### config.mk
export PLATFORM = sky130hd
export DESIGN_NAME = pu_msp430_ram_bist
export DESIGN_NICKNAME = d
export VERILOG_FILES = /design/src/rtl/pu_msp430_ram_bist.sv
export SDC_FILE = /design/constraint.sdc
export NUM_CORES = 1
export LEC_CHECK = 0
export BUFFER_PORTS_ARGS = -buffer_cell sky130_fd_sc_hd__buf_2
export CAP_MARGIN = 10
export CORE_ASPECT_RATIO = 2
export CORE_MARGIN = 8
export CORE_UTILIZATION = 45
export CTS_CLUSTER_SIZE = 30
export DETAILED_ROUTE_END_ITERATION = 10
export GPL_TIMING_DRIVEN = 0
export PLACE_DENSITY = 0.69
export SYNTH_ARGS = -nofsm -noshare
export SYNTH_HDL_FRONTEND = slang
export SYNTH_SLANG_ARGS = --single-unit
### constraint.sdc
create_clock -name mclk -period 3 [get_ports mclk]
set_input_delay 0 -clock mclk [delete_from_list [all_inputs] [get_ports mclk]]
set_output_delay 0 -clock mclk [all_outputs]
set_load 0.02 [all_outputs]
### src/rtl/pu_msp430_ram_bist.sv
// March C- self-test engine for a word-organised MSP430 RAM port.
// Element order: M0 up(wP), M1 up(rP,wQ), M2 up(rQ,wP), M3 down(rP,wQ),
// M4 down(rQ,wP), M5 up(rP). Stops and reports on the first mismatch.
module pu_msp430_ram_bist #(
  parameter int          ADDR_MSB = 6,
  parameter int          MEM_SIZE = 256,
  parameter logic [15:0] DATA_BG  = 16'h0000
) (
  input  logic                mclk,
  input  logic                reset_n,
  input  logic                bist_start,
  output logic                bist_busy,
  output logic                bist_done,
  output logic                bist_fail,
  output logic [ADDR_MSB:0]   bist_fail_addr,
  output logic [15:0]         bist_fail_exp,
  output logic [15:0]         bist_fail_act,
  output logic [ADDR_MSB:0]   ram_addr,
  output logic                ram_cen,
  output logic [1:0]          ram_wen,
  output logic [15:0]         ram_din,
  input  logic [15:0]         ram_dout
);

  localparam int              AW     = ADDR_MSB + 1;
  localparam int              N      = MEM_SIZE / 2;
  localparam logic [AW-1:0]   A_LAST = AW'(N - 1);
  localparam logic [AW-1:0]   A_ZERO = '0;
  localparam logic [15:0]     PAT_P  = DATA_BG;
  localparam logic [15:0]     PAT_Q  = ~DATA_BG;

  typedef enum logic [2:0] {
    S_IDLE, S_M0, S_M1, S_M2, S_M3, S_M4, S_M5, S_DONE
  } state_t;

  // r_state/r_addr/r_ph describe the access currently on the RAM port;
  // r_ph=0 is the read half, r_ph=1 the write half (M5: final compare-only cycle).
  state_t          r_state;
  logic [AW-1:0]   r_addr;
  logic            r_ph;
  logic            r_rd_pend;
  logic [AW-1:0]   r_rd_addr;

  state_t          w_nstate;
  logic [AW-1:0]   w_naddr;
  logic            w_nph;
  logic            w_start;
  logic            w_cmp_en;
  logic [15:0]     w_cmp_exp;
  logic [AW-1:0]   w_cmp_addr;
  logic            w_mis;
  logic            w_cen;
  logic [1:0]      w_wen;
  logic [AW-1:0]   w_aout;
  logic [15:0]     w_din;

  // Next-state sequencing and read-data compare for the access in flight
  always_comb begin
    w_nstate   = r_state;
    w_naddr    = r_addr;
    w_nph      = r_ph;
    w_start    = 1'b0;
    w_cmp_en   = 1'b0;
    w_cmp_exp  = PAT_P;
    w_cmp_addr = r_addr;
    case (r_state)
      S_IDLE, S_DONE: begin
        if (bist_start) begin
          w_start  = 1'b1;
          w_nstate = S_M0;
          w_naddr  = A_ZERO;
          w_nph    = 1'b0;
        end
      end
      S_M0: begin
        if (r_addr == A_LAST) begin
          w_nstate = S_M1;
          w_naddr  = A_ZERO;
        end else begin
          w_naddr = r_addr + 1'b1;
        end
      end
      S_M1, S_M2: begin
        if (!r_ph) begin
          w_nph = 1'b1;
        end else begin
          w_cmp_en  = 1'b1;
          w_cmp_exp = (r_state == S_M1) ? PAT_P : PAT_Q;
          w_nph     = 1'b0;
          if (r_addr == A_LAST) begin
            w_nstate = (r_state == S_M1) ? S_M2 : S_M3;
            w_naddr  = (r_state == S_M1) ? A_ZERO : A_LAST;
          end else begin
            w_naddr = r_addr + 1'b1;
          end
        end
      end
      S_M3, S_M4: begin
        if (!r_ph) begin
          w_nph = 1'b1;
        end else begin
          w_cmp_en  = 1'b1;
          w_cmp_exp = (r_state == S_M3) ? PAT_P : PAT_Q;
          w_nph     = 1'b0;
          if (r_addr == A_ZERO) begin
            w_nstate = (r_state == S_M3) ? S_M4 : S_M5;
            w_naddr  = (r_state == S_M3) ? A_LAST : A_ZERO;
          end else begin
            w_naddr = r_addr - 1'b1;
          end
        end
      end
      S_M5: begin
        w_cmp_en   = r_rd_pend;
        w_cmp_exp  = PAT_P;
        w_cmp_addr = r_rd_addr;
        if (!r_ph) begin
          if (r_addr == A_LAST) w_nph = 1'b1;
          else                  w_naddr = r_addr + 1'b1;
        end else begin
          w_nstate = S_DONE;
          w_naddr  = A_ZERO;
          w_nph    = 1'b0;
        end
      end
      default: begin
        w_nstate = S_IDLE;
        w_naddr  = A_ZERO;
        w_nph    = 1'b0;
      end
    endcase
    w_mis = w_cmp_en && (ram_dout != w_cmp_exp);
    if (w_mis) begin
      w_nstate = S_DONE;
      w_naddr  = A_ZERO;
      w_nph    = 1'b0;
    end
  end

  // Decode the RAM port drive for the access about to be presented
  always_comb begin
    w_cen  = 1'b1;
    w_wen  = 2'b11;
    w_aout = A_ZERO;
    w_din  = 16'h0000;
    case (w_nstate)
      S_M0: begin
        w_cen  = 1'b0;
        w_wen  = 2'b00;
        w_aout = w_naddr;
        w_din  = PAT_P;
      end
      S_M1, S_M2, S_M3, S_M4: begin
        w_cen  = 1'b0;
        w_aout = w_naddr;
        if (w_nph) begin
          w_wen = 2'b00;
          w_din = ((w_nstate == S_M1) || (w_nstate == S_M3)) ? PAT_Q : PAT_P;
        end
      end
      S_M5: begin
        if (!w_nph) begin
          w_cen  = 1'b0;
          w_aout = w_naddr;
        end
      end
      default: ;
    endcase
  end

  // State, registered RAM port and status/fail capture
  always_ff @(posedge mclk or negedge reset_n) begin
    if (!reset_n) begin
      r_state        <= S_IDLE;
      r_addr         <= '0;
      r_ph           <= 1'b0;
      r_rd_pend      <= 1'b0;
      r_rd_addr      <= '0;
      bist_busy      <= 1'b0;
      bist_done      <= 1'b0;
      bist_fail      <= 1'b0;
      bist_fail_addr <= '0;
      bist_fail_exp  <= 16'h0000;
      bist_fail_act  <= 16'h0000;
      ram_addr       <= '0;
      ram_cen        <= 1'b1;
      ram_wen        <= 2'b11;
      ram_din        <= 16'h0000;
    end else begin
      r_state   <= w_nstate;
      r_addr    <= w_naddr;
      r_ph      <= w_nph;
      r_rd_pend <= (r_state == S_M5) && !r_ph;
      r_rd_addr <= r_addr;
      bist_busy <= (w_nstate != S_IDLE) && (w_nstate != S_DONE);
      bist_done <= (w_nstate == S_DONE);
      ram_addr  <= w_aout;
      ram_cen   <= w_cen;
      ram_wen   <= w_wen;
      ram_din   <= w_din;
      if (w_start) begin
        bist_fail      <= 1'b0;
        bist_fail_addr <= '0;
        bist_fail_exp  <= 16'h0000;
        bist_fail_act  <= 16'h0000;
      end else if (w_mis) begin
        bist_fail      <= 1'b1;
        bist_fail_addr <= w_cmp_addr;
        bist_fail_exp  <= w_cmp_exp;
        bist_fail_act  <= ram_dout;
      end
    end
  end

endmodule

---- Word-level counts from Yosys, hierarchy flattened ----
Cells that the tools add are included.
operators by class
  add/sub/neg operators ................... 2
  eq/ne operators ......................... 17
  mux-type cells .......................... 56
  reduce and logical (&&, ||, !) cells .... 15
operators with widths
  cell                                                                   number
  16-bit 2-to-1 mux                                                      11
  7-bit 2-to-1 mux                                                       15
  7-bit one-hot mux with 5 select lines                                  1
  16-bit one-hot mux with 2 select lines                                 1
  3-bit 2-to-1 mux                                                       9
  3-bit equality test, second input constant                             8
  16-bit inequality test                                                 1
  3-bit one-hot mux with 5 select lines                                  1
  7-bit one-hot mux with 2 select lines                                  1
  3-bit by 2-bit equality test with 1-bit output, second input constant  4
  1-bit 2-to-1 mux                                                       11
  4-bit OR reduction                                                     2
  7-bit by 1-bit adder with 7-bit output, second input constant          1
  7-bit equality test, second input constant                             1
  7-bit logical NOT                                                      1
  7-bit by 1-bit subtractor with 7-bit output, second input constant     1
  3-bit by 1-bit equality test with 1-bit output, second input constant  2
  2-bit OR reduction                                                     3
  5-bit OR reduction                                                     1
  2-bit 2-to-1 mux                                                       2
  1-bit one-hot mux with 2 select lines                                  2
  2-bit one-hot mux with 2 select lines                                  1
  1-bit logical AND                                                      3
  3-bit logical NOT                                                      1
  6 further kinds                                                        6
word-level totals
  bits in registers ....................... 87
  output and inout bits ................... 68
  word-level logic and storage cells ...... 105

---- Logic depth before layout (Yosys ltp) ----
Gate-level depths: netlist (run 1).
  word-level depth ........................ 12
  gate-level depth with buffers ........... 12

---- Worst setup path after synthesis (run 1) ----
Ideal clock, no wire load.
  path kind ............................... reg-to-reg
  from .................................... register r_addr[0]
  to ...................................... register ram_addr[0]
  setup time .............................. 0.133 ns
  data arrival time ....................... 2.353 ns
  required time ........................... 2.867 ns
  setup slack ............................. 0.514 ns
  cell stages (with the launch flop) ...... 12
  path buffers ............................ 1
  path through ............................ dfrtp_1 > ha_1 > nand2_1 > nor2_2 > inv_1 > clkbuf_1 > ha_1 > a21oi_1 > a221oi_1 > a21oi_1 > o2111ai_1 > nor3_2
on the way
  word-level cells in the longest chain between the ends .. 8
RTL lines
  what                                                                                            line  RTL
  from (decl)                                                                                     39    logic [AW-1:0] r_addr;
  from (signal assigned)                                                                          191   r_addr <= w_naddr;
  parallel branches: the longest is 7 deep, another holds 7-bit by 1-bit adder with 7-bit output  --
  7-bit one-hot mux with 2 select lines (*)                                                       146   case (w_nstate)
  via w_aout[0]                                                                                   54    logic [AW-1:0] w_aout;
  to (signal assigned)                                                                            197   ram_addr <= w_aout;
  to (decl)                                                                                       18    output logic [ADDR_MSB:0] ram_addr,
Mark *: on every way through the listed nets, which the timed path passes.
A chain may end at the register's enable or synchronous reset.

---- Worst setup path after layout (run 1) ----
  from .................................... register r_addr[5]
  to ...................................... register ram_addr[1]
on the way
  word-level cells in the longest chain between the ends .. 8
RTL lines
  what                                                                    line     RTL
  7-bit equality test or 7-bit logical NOT (tied branches)                --
  3-bit 2-to-1 mux, on equally long branches                              90, 105
  3-bit 2-to-1 mux, on equally long branches                              84, 99
  3-bit one-hot mux with 5 select lines                                   66       case (r_state)
  3-bit 2-to-1 mux                                                        133      if (w_mis) begin
  3-bit by 2-bit equality test with 1-bit output (tied with other cells)  146
  5-bit OR reduction (no source line)                                     --
  7-bit one-hot mux with 2 select lines (*)                               146
  via w_aout[1]                                                           54
Mark *: on every way through the listed nets, which the timed path passes. The rest lies on a longest branch.

==> run summary, run 1 <==
Post-synthesis sequential area ratio: 40.6%
Comb power frac: 62.6%
Clock Root Buffer: clkbuf_16
Asr flop ratio synth: 100%
Syn_area_per_cell: 8.93 um^2
Post-Syn Instances: 387
Worst slew margin: 52.1%
Sequential Power Share: 23.8%
PwrDens: 1160 nW/um^2
Max Root-Sink Buffers: 2
DP Wirelength: 9390 um
Row count: 45
Final cycle utilization of the critical path: 92.6%
Vias: 3428
Most used flip-flop cell after synthesis: dfrtp_1
Max Freq: 360 MHz
Largest net degree at the start of global routing: 57
Highest-count cells in the layout ignoring fill and taps: buf_2 (93), dfrtp_1 (53), nand2_1 (36)
First-pass GRT wire length: 19000 um
Leading area contributor after synthesis: dfrtp_1
RSZ-0062 raised after global routing: false
# setup viols final: 0
Vias in the first global route: 3447
Switching portion of total power: 48.7%
CP required: 3.18 ns
First-pass iteration count of the detailed router: 5
Clock power frac: 13.6%
WHS: 0.145 ns
Routed vias/inst: 5.80
CTS clk-pin slew, worst paths: 0.07 ns
IO Pins: 87
# Max-Cap Violations: 0
EDFF count, synth: 0
DRC Markers: 0
P&R area growth vs syn: 26.6%
Crit path time final: 2.78 ns
Layout cells sized above 1: 31.2%
Clock Skew: 0.00513 ns
# clock sinks: 56
Synth warn: 0
CTS H-tree lvls: 2
Setup Total Neg Slack: 0 ns
DRT Wirelength: 12300 um
Die footprint: 10900 um^2
Worst Setup Start Kind: register
Post-synthesis register bit count: 56
Commonest non-fill, non-tap cell in the layout: buf_2
Final Max Slew Viols: 0
Residual overflow from global routing: 0
Nets: 519
Util after Layout: 58.0%
Total internal power: 0.00260 W
Net Switching: 0.00247 W
Hold Crit Class: input pin to register
CP arrival: 2.96 ns
Gpl congestion: 0.998
Core Region: 7540 um^2
Routed wire length per instance: 20.7 um
Finished Layout Cells: 591
Synth Net Count: 410
I/O Buffers: 85
Worst skew pair latency: 0.30 ns
Outcome: completed
Die W: 78.0 um
Slew @ Worst Pin: 0.718 ns
Area occupied by multi-input gates: 1680 um^2
Leakage: 2.18 nW
Starting DRC count in detailed routing: 174
Starting density of the core: 45.8%
Fillers: 693
Remaining antenna violation count: 0
Die height: 140 um
Inst Count DP: 566
Share of the synthesized area in the top cell type: 39.1%
CTS tree: done
Mapped Area: 3460 um^2
Num CTS Buffers: 5
Sequential cell area: 1410 um^2
Crit. End Element: register
Yosys cell types: 65
Most area-consuming cells after synthesis: dfrtp_1 (39%), buf_4 (6.7%), a22o_1 (4.1%)
Largest fanout on the critical path: 9
Total GRT Usage: 22.1%
Max IR drop VDD: 0.000542 V
Initial antenna violation count: 0
Final Hold Viols: 0
Critical path type: register to register
# diodes: 0
[critical path, stage by stage, from the launching register on]
cell and delay (ns):
dfrtp_1 0.59, nand4_1 0.32, buf_4 0.26, nor3_1 0.36
o21ai_0 0.28, and2_1 0.21, o21ai_0 0.27, a21oi_2 0.18
and2_1 0.21
[routing by layer]
layer  vias up  global-route usage, %  part of all wire [%]
met5         -                      0                     0
met4         0                   13.1                   5.4
met3        42                   4.04                   6.4
met2       160                   41.6                    53
met1      1642                   21.3                    35
li1       1584                      -                     -
[cells in the mapped netlist (all sizes together) (7+ instances only)]
cell type / count
o22ai: 8
a21oi: 20
o21ai: 28
buf: 45
and2: 11
nor2: 27
inv: 12
nor3: 7
nor4: 8
mux2i: 11
dfrtp: 54
a22o: 16
nand2: 38
clkbuf: 11
nand3: 10
[layout make-up]
class / count / share of cell area (%)
Multi-Input combinational cell: 263 / 38.5
Clock buffer: 6 / 3.17
Buffer: 55 / 7.81
Timing Repair Buffer: 103 / 13.8
Clock inverter: 2 / 0.886
Sequential cell: 56 / 32.1
Tap cell: 94 / 2.69
Inverter: 12 / 1.03
[registers in the layout, summed over array words and instances, names as in the netlist, 3 cells and up]
signal          cells
r_rd_addr           7
ram_addr            7
bist_fail_act      16
bist_fail_addr      7
r_addr              7
r_state             3
[worst paths after layout]
check / cells after the start / endpoint / slack (ns) / from
min: 2 / bist_fail / 0.14 / bist_start
max: 8 / ram_addr[1] / 0.22 / r_addr[5]
min reg2reg: 0 / r_rd_addr[2] / 0.41 / r_addr[2]
max reg2reg: 8 / ram_addr[1] / 0.22 / r_addr[5]
max in group asynchronous: 2 / r_addr[0] / 2.17 / reset_n
min in group asynchronous: 2 / bist_fail_act[3] / 0.30 / reset_n
[power groups by stage]
stage	clock, W	sequential [W]	combinational, W
5_1_grt	0.000731	0.00124	0.00341
2_1_floorplan	0	0.00139	0.00198
3_3_place_gp	0	0.00121	0.00309
4_1_cts	0.000710	0.00121	0.00314
3_5_place_dp	0	0.00122	0.00310
6_report	0.000688	0.00121	0.00317
[cell families after synthesis]
logic type,Yosys count,synth area share (%)
and+or+nand+nor,126,18.7
AOI/OAI and AO/OA,116,23.1
buffers and inverters,68,11.3
DFF,56,40.6
muxes,12,3.51
xor gates and xnor gates,5,1.27
adders and majority gates,4,1.45
[stage by stage]
stage / power [W] / area (um^2) / worst slack, ns
CTS: 0.00506 / 4350 / 0.0273
detailed placement: 0.00432 / 4000 / -0.0568
finish: 0.00507 / 4380 / 0.221
floorplan: 0.00336 / 3460 / 0.514
global placement: 0.00430 / 4000 / -0.0704
global route: 0.00538 / 4380 / 0.0198
[timing repair]
action | 4_1_cts | 5_1_grt
hold buffers | 16 | 1
setup buffers | 1 | 0
endpoints found under the setup margin | 2 | 2
pin swaps | 1 | 0
endpoints found under the hold margin | 16 | 54
gates resized for setup | 1 | 4
(Power assumes the default switching activity.)
==> inputs of run 2 (changes only) <==
--- a/config.mk
+++ b/config.mk
@@ -9,11 +9,12 @@
 export CAP_MARGIN = 10
 export CORE_ASPECT_RATIO = 2
 export CORE_MARGIN = 8
-export CORE_UTILIZATION = 45
+export CORE_UTILIZATION = 50
 export CTS_CLUSTER_SIZE = 30
 export DETAILED_ROUTE_END_ITERATION = 10
 export GPL_TIMING_DRIVEN = 0
-export PLACE_DENSITY = 0.69
+export PLACE_DENSITY = 0.76
+export SETUP_SLACK_MARGIN = 0.05
 export SYNTH_ARGS = -nofsm -noshare
 export SYNTH_HDL_FRONTEND = slang
 export SYNTH_SLANG_ARGS = --single-unit
==> run 2 against run 1 <==
Clock-buffer cell count unchanged. Worst hold slack got worse by 0.0085 ns. Sequential share of layout area about the same. Cell count decreased by 0.17%. Flip-flop and latch count unchanged. Via count increased by 0.18%. Fmax decreased by 2.4%. Setup slack got worse by 0.068 ns. Clock skew decreased by 0.0017 ns. Register-to-register slack got worse by 0.07 ns. Largest cell class unchanged. Largest power group unchanged. Highest routed layer unchanged.
==> run summary, run 2 (synthesized netlist as in run 1, its figures left out) <==
Max IR drop VDD: 0.000695 V (was 0.000542 V)
Gpl congestion: 0.999 (was 0.998)
# Max-Cap Violations: 0 (unchanged)
Vias: 3434 (was 3428)
Reg2reg path depth: 8 (unchanged)
Highest-count cells in the layout ignoring fill and taps: buf_2 (94), dfrtp_1 (52), nand2_1 (36) (was buf_2 (93), dfrtp_1 (53), nand2_1 (36))
Largest register FFs: 16 (unchanged)
Largest reg by FF count: bist_fail_act (unchanged)
Reg2reg setup slack: 0.15 ns (was 0.22 ns)
Num CTS Buffers: 5 (unchanged)
Clock Root Buffer: clkbuf_16 (unchanged)
Crit. End Element: register (unchanged)
RSZ-0062 raised after global routing: false (unchanged)
Max Freq: 351 MHz (was 360 MHz)
WHS: 0.136 ns (was 0.145 ns)
P&R area growth vs syn: 26.8% (was 26.6%)
Die height: 134 um (was 140 um)
Fillers: 591 (was 693)
Initial antenna violation count: 1 (was 0)
Final Hold Viols: 0 (unchanged)
CTS tree: done (unchanged)
Final cycle utilization of the critical path: 94.9% (was 92.6%)
First-pass iteration count of the detailed router: 5 (unchanged)
DRC Markers: 0 (unchanged)
Starting DRC count in detailed routing: 204 (was 174)
Vias in the first global route: 3320 (was 3447)
Area occupied by multi-input gates: 1680 um^2 (about the same)
Remaining antenna violation count: 0 (unchanged)
Layout cells sized above 1: 31.3% (was 31.2%)
Worst slew margin: 50.7% (was 52.1%)
Total GRT Usage: 22.0% (was 22.1%)
Hold path endpoint: bist_fail (unchanged)
Max Root-Sink Buffers: 2 (unchanged)
CTS H-tree lvls: 2 (unchanged)
Crit path time final: 2.85 ns (was 2.78 ns)
# setup viols final: 0 (unchanged)
Residual overflow from global routing: 0 (unchanged)
Die W: 74.8 um (was 78.0 um)
Routed vias/inst: 5.82 (was 5.80)
IO Pins: 87 (unchanged)
Min-Delay Path Depth: 2 (unchanged)
DP Wirelength: 7790 um (was 9390 um)
First-pass GRT wire length: 17000 um (was 19000 um)
Largest fanout on the critical path: 9 (unchanged)
I/O Buffers: 85 (unchanged)
Sequential cell area: 1410 um^2 (about the same)
Core Region: 6830 um^2 (was 7540 um^2)
Leakage: 2.19 nW (was 2.18 nW)
Clock Skew: 0.00345 ns (was 0.00513 ns)
Row count: 43 (was 45)
Critical path type: register to register (unchanged)
Post-route cell area: 4380 um^2 (about the same)
Worst Setup Start Kind: register (unchanged)
Die footprint: 9990 um^2 (was 10900 um^2)
Worst skew pair latency: 0.29 ns (was 0.30 ns)
Hold Crit Class: input pin to register (unchanged)
Routed wire length per instance: 18.2 um (was 20.7 um)
Outcome: completed (unchanged)
# clock sinks: 56 (unchanged)
CTS clk-pin slew, worst paths: 0.07 ns (about the same)
CP required: 3.23 ns (was 3.18 ns)
Largest net degree at the start of global routing: 57 (unchanged)
Commonest non-fill, non-tap cell in the layout: buf_2 (unchanged)
CP arrival: 3.08 ns (was 2.96 ns)
Starting density of the core: 50.6% (was 45.8%)
Area post-placement: 4000 um^2 (about the same)
Final Max Slew Viols: 0 (unchanged)
PwrDens: 1130 nW/um^2 (was 1160 nW/um^2)
DRT Wirelength: 10700 um (was 12300 um)
Reg2reg end: ram_addr[2] (was ram_addr[1])
Hold wc startpoint: bist_start (unchanged)
Slew @ Worst Pin: 0.731 ns (was 0.718 ns)
Nets: 521 (was 519)
Reg2reg start: r_addr[5] (unchanged)
-- run 2: cell count changes in the layout (fill, tap and decap cells not counted), sizes merged --
| cell | change |
|---|---|
| clkinv | -1 |
| buf | +2 |
| diode | +1 |
| inv | +1 |
-- run 2: power breakdown --
part | total, W | switching [W] | internal [W]
registers | 0.00120 | 0.000179 | 0.00102
clock network | 0.000660 | 0.000262 | 0.000398
logic | 0.00307 | 0.00192 | 0.00115
-- run 2: cell type report --
type | count | area share, %
Sequential cell | 56 | 32.1
Antenna cell | 1 | 0.0571
Clock buffer | 6 | 2.94
Timing Repair Buffer | 105 | 14.4
Clock inverter | 2 | 0.885
Buffer | 55 | 7.79
Inverter | 12 | 1.03
Multi-Input combinational cell | 263 | 38.3
Tap cell | 90 | 2.57
-- run 2: worst max-delay path: stages (launching register included) --
cell and delay (ns):
dfrtp_1 0.53, nand4_1 0.30, buf_4 0.25, nor3_1 0.53, o21a_1 0.24, o32ai_2 0.14
nand2b_1 0.24, a21oi_2 0.36, and2_1 0.19
-- run 2: worst max path at each step --
stage	startpoint	endpoint	slack, ns
final	r_addr[5]	ram_addr[2]	0.15
after global routing	r_addr[5]	ram_addr[0]	0.07
after CTS	r_addr[1]	ram_addr[0]	0.10
after detailed placement	r_addr[0]	ram_addr[0]	-0.07
after global placement	r_addr[0]	ram_addr[0]	-0.04
after floorplan	r_addr[0]	ram_addr[0]	0.51
-- run 2: metal layers --
metal | up-vias | track usage [%] | wire (um)
met2 | 152 | 36.1 | 5540
met3 | 45 | 2.94 | 697
met1 | 1636 | 25.5 | 3950
li1 | 1601 | - | -
met4 | 0 | 13.8 | 529
met5 | - | 0 | 0
-- run 2: through the flow --
stage,total power [W],setup WS (ns),setup TNS [ns],std cells,utilization [%]
CTS,0.00492,0.103,0,586,63.4
global route,0.00528,0.0731,0,590,64.1
detailed placement,0.00422,-0.0702,-0.133,562,58.5
finish,0.00493,0.153,0,590,64.1
floorplan,0.00336,0.514,0,387,-
global placement,0.00421,-0.0417,-0.0721,562,58.5
-- run 2: what timing repair did --
action	in CTS	in global routing
setup endpoints to repair	2	2
buffers inserted	0	2
hold endpoints to repair	16	14
pin swaps	0	1
hold buffers	16	1
resized for setup	3	2
